==> src/rtl/mem_seq_pkg.sv <==
// Shared constants for the memory sequencer: opcode values and state encoding.
package mem_seq_pkg;

   // Opcodes that need a data-memory phase
   localparam logic [5:0] OP_LD  = 6'h18;
   localparam logic [5:0] OP_ST  = 6'h19;
   localparam logic [5:0] OP_LDR = 6'h1F;

   // Sequencer states (3-bit encoding)
   typedef enum logic [2:0] {
      S_RST   = 3'd0,
      S_FETCH = 3'd1,
      S_EXEC  = 3'd2,
      S_MEM   = 3'd3,
      S_CHK   = 3'd4,
      S_IRQ   = 3'd5,
      S_TRAP  = 3'd6
   } state_e;

   // True when the opcode must go through the MEM phase
   function automatic logic is_mem_op(input logic [5:0] op_val);
      return (op_val == OP_LD) || (op_val == OP_ST) || (op_val == OP_LDR);
   endfunction

endpackage

==> src/rtl/mem_seq_timeout.sv <==
// Bus-timeout counter: cleared on state entry, counts stalled cycles and
// saturates at TIMEOUT-1, where the terminal-count flag is raised.
module mem_seq_timeout #(
   parameter int TIMEOUT = 16,
   parameter int CNT_W   = 5
) (
   input  logic clk,
   input  logic reset_n,
   input  logic clr_i,
   input  logic en_i,
   output logic tc_o
);

   localparam logic [CNT_W-1:0] TC_VAL = CNT_W'(TIMEOUT - 1);

   logic [CNT_W-1:0] cnt_q;
   logic [CNT_W-1:0] cnt_d;

   // Next count: clear wins, otherwise increment until the terminal value
   always_comb begin
      cnt_d = cnt_q;
      if (clr_i) begin
         cnt_d = '0;
      end else if (en_i && (cnt_q != TC_VAL)) begin
         cnt_d = cnt_q + CNT_W'(1);
      end
   end

   // Counter register
   always_ff @(posedge clk or negedge reset_n) begin
      if (!reset_n) begin
         cnt_q <= '0;
      end else begin
         cnt_q <= cnt_d;
      end
   end

   assign tc_o = (cnt_q == TC_VAL);

endmodule

==> src/rtl/mem_seq.sv <==
// Multi-cycle sequencer sharing one single-port memory between instruction
// fetch and data access, with interrupt and bus-timeout traps inserted at
// instruction boundaries.
module mem_seq
   import mem_seq_pkg::*;
#(
   parameter int TIMEOUT = 16,
   parameter int CNT_W   = 5
) (
   input  logic       clk,
   input  logic       reset_n,
   input  logic [5:0] op,
   input  logic       mwr,
   input  logic       werf,
   input  logic       irq,
   input  logic       pc_super,
   input  logic       mem_ack,
   output logic       mem_req,
   output logic       mem_we,
   output logic       addr_sel,
   output logic       ir_we,
   output logic       pc_we,
   output logic       rf_we,
   output logic       irq_take,
   output logic       trap_take,
   output logic       busy
);

   state_e state_q;
   state_e state_d;
   logic   cnt_clr;
   logic   cnt_en;
   logic   cnt_tc;

   // State register; reset forces RST, which drops every output at once
   always_ff @(posedge clk or negedge reset_n) begin
      if (!reset_n) begin
         state_q <= S_RST;
      end else begin
         state_q <= state_d;
      end
   end

   // Next-state and outputs; strobes tied to mem_ack are combinational
   always_comb begin
      state_d   = state_q;
      mem_req   = 1'b0;
      mem_we    = 1'b0;
      addr_sel  = 1'b0;
      ir_we     = 1'b0;
      pc_we     = 1'b0;
      rf_we     = 1'b0;
      irq_take  = 1'b0;
      trap_take = 1'b0;
      busy      = 1'b0;
      cnt_en    = 1'b0;
      unique case (state_q)
         S_RST: begin
            state_d = S_FETCH;
         end
         S_FETCH: begin
            mem_req = 1'b1;
            if (mem_ack) begin
               ir_we   = 1'b1;
               state_d = S_EXEC;
            end else begin
               cnt_en = 1'b1;
               if (cnt_tc) begin
                  state_d = S_TRAP;
               end
            end
         end
         S_EXEC: begin
            busy = 1'b1;
            if (is_mem_op(op)) begin
               state_d = S_MEM;
            end else begin
               pc_we   = 1'b1;
               rf_we   = werf;
               state_d = S_CHK;
            end
         end
         S_MEM: begin
            busy     = 1'b1;
            mem_req  = 1'b1;
            addr_sel = 1'b1;
            mem_we   = mwr;
            if (mem_ack) begin
               pc_we   = 1'b1;
               rf_we   = werf;
               state_d = S_CHK;
            end else begin
               cnt_en = 1'b1;
               // Abandoned access: nothing architectural is written
               if (cnt_tc) begin
                  state_d = S_TRAP;
               end
            end
         end
         S_CHK: begin
            busy = 1'b1;
            if (irq && !pc_super) begin
               state_d = S_IRQ;
            end else begin
               state_d = S_FETCH;
            end
         end
         S_IRQ: begin
            busy     = 1'b1;
            irq_take = 1'b1;
            pc_we    = 1'b1;
            rf_we    = 1'b1;
            state_d  = S_FETCH;
         end
         S_TRAP: begin
            busy      = 1'b1;
            trap_take = 1'b1;
            pc_we     = 1'b1;
            rf_we     = 1'b1;
            state_d   = S_FETCH;
         end
         default: begin
            state_d = S_RST;
         end
      endcase
   end

   // The counter restarts whenever the sequencer moves to a new state
   assign cnt_clr = (state_d != state_q);

   mem_seq_timeout #(
      .TIMEOUT(TIMEOUT),
      .CNT_W  (CNT_W)
   ) u_timeout (
      .clk    (clk),
      .reset_n(reset_n),
      .clr_i  (cnt_clr),
      .en_i   (cnt_en),
      .tc_o   (cnt_tc)
   );

endmodule

==> config.mk <==
export PLATFORM = sky130hd
export DESIGN_NAME = mem_seq
export DESIGN_NICKNAME = d
export VERILOG_FILES = /design/src/rtl/mem_seq_pkg.sv /design/src/rtl/mem_seq_timeout.sv /design/src/rtl/mem_seq.sv
export SDC_FILE = /design/constraint.sdc
export NUM_CORES = 1
export LEC_CHECK = 0
export BUFFER_PORTS_ARGS = -buffer_cell sky130_fd_sc_hd__buf_4
export CAP_MARGIN = 25
export CORE_UTILIZATION = 41
export CTS_CLUSTER_DIAMETER = 60
export DETAILED_ROUTE_END_ITERATION = 16
export HOLD_SLACK_MARGIN = 0.15
export PLACE_DENSITY = 0.81
export SLEW_MARGIN = 15
export SYNTH_ARGS = -nofsm -noshare
export SYNTH_HDL_FRONTEND = slang
export SYNTH_SLANG_ARGS = --single-unit
==> constraint.sdc <==
create_clock -name clk -period 1.34 [get_ports clk]
set_input_delay 0.268 -clock clk [delete_from_list [all_inputs] [get_ports clk]]
set_output_delay 0.268 -clock clk [all_outputs]
set_load 0.005 [all_outputs]
# == Yosys cells after proc, flatten, opt, wreduce, memory -nomap -nowiden ==
# Cells that the tools add are included.
# word_totals
ff_bits,8
output_inout_bits,9
# classes
n_addsub,1
eq_ne,12
muxes,23
reduce_logical,11
# op_table
operator,n
$eq A6 B5 Y1 const B,3
$mux W3,5
$pmux W3 S5,1
$mux W1,13
$mux W5,2
$eq A3 B3 Y1 const B,3
$eq A3 B2 Y1 const B,2
$pmux W1 S3,2
$add A5 B1 Y5 const B,1
$eq A5 B4 Y1 const B,1
$ne A5 B4 Y1 const B,1
$reduce_or A5 Y1,1
$reduce_or A2 Y1,2
$eq A3 B1 Y1 const B,1
$logic_not A3 Y1,1
$ne A3 B3 Y1,1
$reduce_or A3 Y1,1
$logic_and A1 B1 Y1,2
$logic_or A1 B1 Y1,2
$reduce_bool A2 Y1,1
$logic_not A1 Y1,1

# == Logic depth before layout (Yosys ltp) ==
# depth
ltp_word,7
depth_mapped,6
depth_no_buf,6

# == Cells and area by module ==
# From an unflattened synthesis, not the netlist that was laid out.
# hier_totals
hier_cells,64
area_unflattened_um2,590.6
# by_module_without_submodules
module,n_inst,cells_each,area_per_inst_um2,seq_area_each_um2
mem_seq,1,41,330.3,75.1
mem_seq_timeout,1,23,260.2,125.1

# == Worst setup path before layout ==
# OpenSTA, ideal clock, no wires.
# synth_timing
kind,register -> register
from,register u_timeout.cnt_q[0]
to,register state_q[1]
arrival_time_ps,1274
required_ps,1203
slack_ps,-71
path_stages_with_launch,6
period_less_slack_ps,1411
cell_sequence,dfrtp_1 -> ha_1 -> and3_1 -> ha_1 -> nor3_1 -> a2111oi_4
# synth_between
elab_chain_len,4
# synth_rtl
element,line_no,text
start: declaration,mem_seq_timeout.sv:16,logic [CNT_W-1:0] cnt_q;
start signal: assignment,mem_seq_timeout.sv:34,cnt_q <= cnt_d;
$eq A5 B4 Y1 *,mem_seq_timeout.sv:38,assign tc_o = (cnt_q == TC_VAL);
$mux W3 *,"mem_seq.sv:68, mem_seq.sv:95",
$mux W3 (on tied branches),"mem_seq.sv:88, mem_seq.sv:63",
$pmux W3 S5 *,mem_seq.sv:57,unique case (state_q)
net state_d[1],mem_seq.sv:30,state_e state_d;
end signal: assignment,mem_seq.sv:40,state_q <= state_d;
end: declaration,mem_seq.sv:29,state_e state_q;
# The timed path passes the listed nets; every way through them passes the cells marked *.
# A chain may end at the register's enable or synchronous reset.

# == Worst setup path in the final report ==
# layout_timing
from,register state_q[2]
to,output rf_we
# layout_between
elab_chain_len,3
# layout_rtl
element,line_no,text
$eq A3 B3 Y1,mem_seq.sv:57,
$reduce_or A2 Y1 (no source line),-,
$pmux W1 S3 *,mem_seq.sv:57,
end: declaration,mem_seq.sv:23,"output logic rf_we,"
# Mark *: on every way between the ends. The rest lies on a longest branch, timed or not.

==> impl_results.md <==
- Net Sw Frac: 40.34%
- Fin crit share: 130.7%
- Final WL: 2644 um
- CTS max path bufs: 2
- Worst-path cell with the longest stage delay: dfrtp_2
- Cell Area, Placed: 848.3 um2
- H-tree depth: 1
- Sequential share of the synthesized area: 35.56%
- Max cap viols: 0
- Nets: 120
- Clk pwr share: 8.9%
- # DRC: 0
- Critical path endpoint: rf_we
- Synth Register Bits: 8
- TritonRoute pass-1 iters: 4
- Worst skew pair latency: 0.26 ns
- Final Skew: 0.004183 ns
- TNS Setup: -3.236 ns
- Mapped Avg Cell Area: 9.543 um2
- Root Buffer: clkbuf_4
- Share of power burned in registers: 19.3%
- CP max FO: 6
- Antenna-violating nets left: 0
- Setup WS post-layout: -0.4110 ns
- Power Density: 2066 nW/um2
- HP Class: in -> reg
- Placement Setup Slack: -0.1539 ns
- CP max stage delay: 0.46 ns
- Worst reg2reg path startpoint: u_timeout.cnt_q[0]
- Rows: 12
- DP HPWL: 1184 um
- Core area: 1186 um2
- R2R Setup Slk: -0.12 ns
- Vias post-DR: 753
- Syn Nets: 74
- Total gr overflow: 0
- Peak supply drop: 1.535 mV
- Arrival time worst endpoint: 1.48 ns
- Area of the multi-input gates: 456.7 um2
- Minimum clock period: 1.751 ns
- Post-Syn Area: 563.0 um2
- Routability congestion estimate: 0.7651
- Failing checks: setup timing
- Register Area: 203.9 um2
- First-pass GRT wire length: 3132 um
- Status: finished, violations left
- IO Pins: 22
- Final Max Tran Viols: 0
- Leakage power: 0.4946 nW
- CP required: 1.07 ns
- Initial DRC count: 24
- Chip width: 39.06 um
- Fmax: 571.1 MHz
- Combinational Power Share: 71.8%
- Crit path from: state_q[2]
- Worst Tran Pin Value: 0.2834 ns
- Share of layout cells above drive strength 1: 70.87%
- R2R depth: 6
- Count of final hold-check violations: 0
- Slew HR: 80.84%
- Clock transition at path regs: 0.06 ns
- Vias per inst: 6.436
- Crit. End Element: output pin
- Die area: 1525 um2
- Critical Path, Cell by Cell: nand4b_1 -> a21oi_1 -> a311o_1 -> buf_4
- Sw power: 0.9049 mW
- GR Util All Layers: 32.61%
- Clock Sinks: 8
- Post-Syn Instances: 59
- Fill count: 43
- Starting Density: 47.47%
- Yosys warning count: 0
- Die Y: 39.06 um
- Worst Setup Path Type: reg -> out
- CTS Buf Count: 3
- Final Cell Area: 1086 um2
- Unrepaired setup endpoints after global routing: true
- Wirelength per Cell: 22.60 um
- Vias in the first global route: 667
- I/O Buffers: 21
- TritonCTS clock tree: yes
- Area growth, synth to finish: 92.89%
- ANT cells: 0
- Crit start category: flip-flop
- Initial antenna violation count: 0
- Largest net degree at the start of global routing: 9
- Final setup viols: 17
- Reg2reg end: state_q[0]
- Synth cell types: 30
- Internal: 1.338 mW
==> through the flow <==
stage               hold slack, ns  total power [mW]  std cells  utilization, %
global route                0.3534             2.309        117           91.56
global placement           0.08738             1.403        106           71.52
detailed placement         0.09061             1.435        106           71.52
CTS                         0.3569             1.955        115           86.08
floorplan                 -0.02759            0.8740         59               -
finish                      0.3479             2.243        117           91.56
==> flip-flops by register name, indices dropped and copies added, names as in the netlist <==
register         flops
u_timeout.cnt_q      5
state_q              3
==> critical path: cells and delay by family, from the launching register on <==
| kind | cells | cell delay (ns) |
|---|---|---|
| compound gates | 2 | 0.44 |
| buf+inv | 1 | 0.15 |
| simple gates | 1 | 0.17 |
| flops | 1 | 0.46 |
==> synthesized netlist by cell type, drive strengths merged <==
| library cell | instances | area, um2 |
|---|---|---|
| a21oi | 1 | 5.000 |
| nor4bb | 1 | 10.01 |
| a31oi | 1 | 6.260 |
| a22oi | 2 | 15.01 |
| a31o | 1 | 8.760 |
| xnor2 | 1 | 8.760 |
| o21ai | 1 | 5.000 |
| nor2 | 8 | 30.03 |
| nand3b | 1 | 7.510 |
| and3 | 4 | 30.03 |
| inv | 3 | 11.26 |
| and2b | 1 | 7.510 |
| a311o | 1 | 10.01 |
| buf | 3 | 15.01 |
| nand3 | 2 | 10.01 |
| dfrtp | 8 | 200.2 |
| o21a | 1 | 7.510 |
| nand4b | 1 | 8.760 |
| nor3 | 3 | 15.01 |
| nand2 | 2 | 7.510 |
| nand2b | 2 | 12.51 |
| o2bb2ai | 1 | 8.760 |
| a2111oi | 1 | 27.53 |
| o2111ai | 1 | 26.28 |
| ha | 2 | 25.02 |
| o31a | 1 | 10.01 |
| and2 | 2 | 12.51 |
| nor2b | 2 | 12.51 |
| xor2 | 1 | 8.760 |
==> layer usage <==
metal	GRT usage [%]	share of wire [%]	vias to the layer above
met5	0	0	-
met4	19.83	7.6	0
met3	8.092	9.5	28
met2	55.83	48	68
met1	35.48	34	347
li1	-	-	310
==> power by group through the flow <==
stage	registers [mW]	clock network, mW	logic, mW
global placement	0.386	0	1.02
finish	0.432	0.200	1.61
CTS	0.410	0.192	1.35
global route	0.433	0.211	1.67
floorplan	0.341	0	0.533
detailed placement	0.386	0	1.05
==> kinds of logic (layout without fill, tap and decap cells) <==
family | count (synthesis) | in the layout | share of synthesized area, %
XOR/XNOR | 2 | 2 | 3.112
AO/OA/AOI/OAI | 12 | 12 | 23.11
AND/OR/NAND/NOR | 29 | 29 | 29.11
flip-flops | 8 | 8 | 35.56
buffers and inverters | 6 | 50 | 4.666
adder cells (fa/ha/maj) | 2 | 2 | 4.444
==> worst min path at each step <==
stage                    endpoint  cells past startpoint  startpoint
6_report               state_q[2]                      4    pc_super
2_1_floorplan          state_q[0]                      0     reset_n
5_1_grt                state_q[2]                      4    pc_super
3_3_place_gp   u_timeout.cnt_q[0]                      1     reset_n
4_1_cts        u_timeout.cnt_q[2]                      2     reset_n
3_5_place_dp   u_timeout.cnt_q[0]                      1     reset_n
==> layout make-up <==
type	count	area share, %
clock buffers	3	2.074
flip-flops and latches	8	18.78
inverters	3	1.037
multi-input cells	45	42.05
repair buffers	44	34.45
well taps	14	1.613
==> timing repair <==
action / CTS / global route
hold endpoints to repair: 8 / 0
buffers inserted: 5 / 3
hold buffers: 1 / 0
endpoints found under the setup margin: 16 / 17
pin swaps: 6 / 9
gates resized for setup: 28 / 12
==> cells in the final DEF (no fill, tap or decap), types with 2 or more instances in the layout <==
cell and count:
buf_4 32, buf_6 11, dfrtp_1 5, inv_1 3, nor2_2 3, nor2_1 3, clkbuf_4 3, dfrtp_2 3
nand2b_4 2, and3_4 2, a22oi_2 2, nor2_4 2, nand3_1 2, and3_1 2
(Power assumes the default switching activity.)
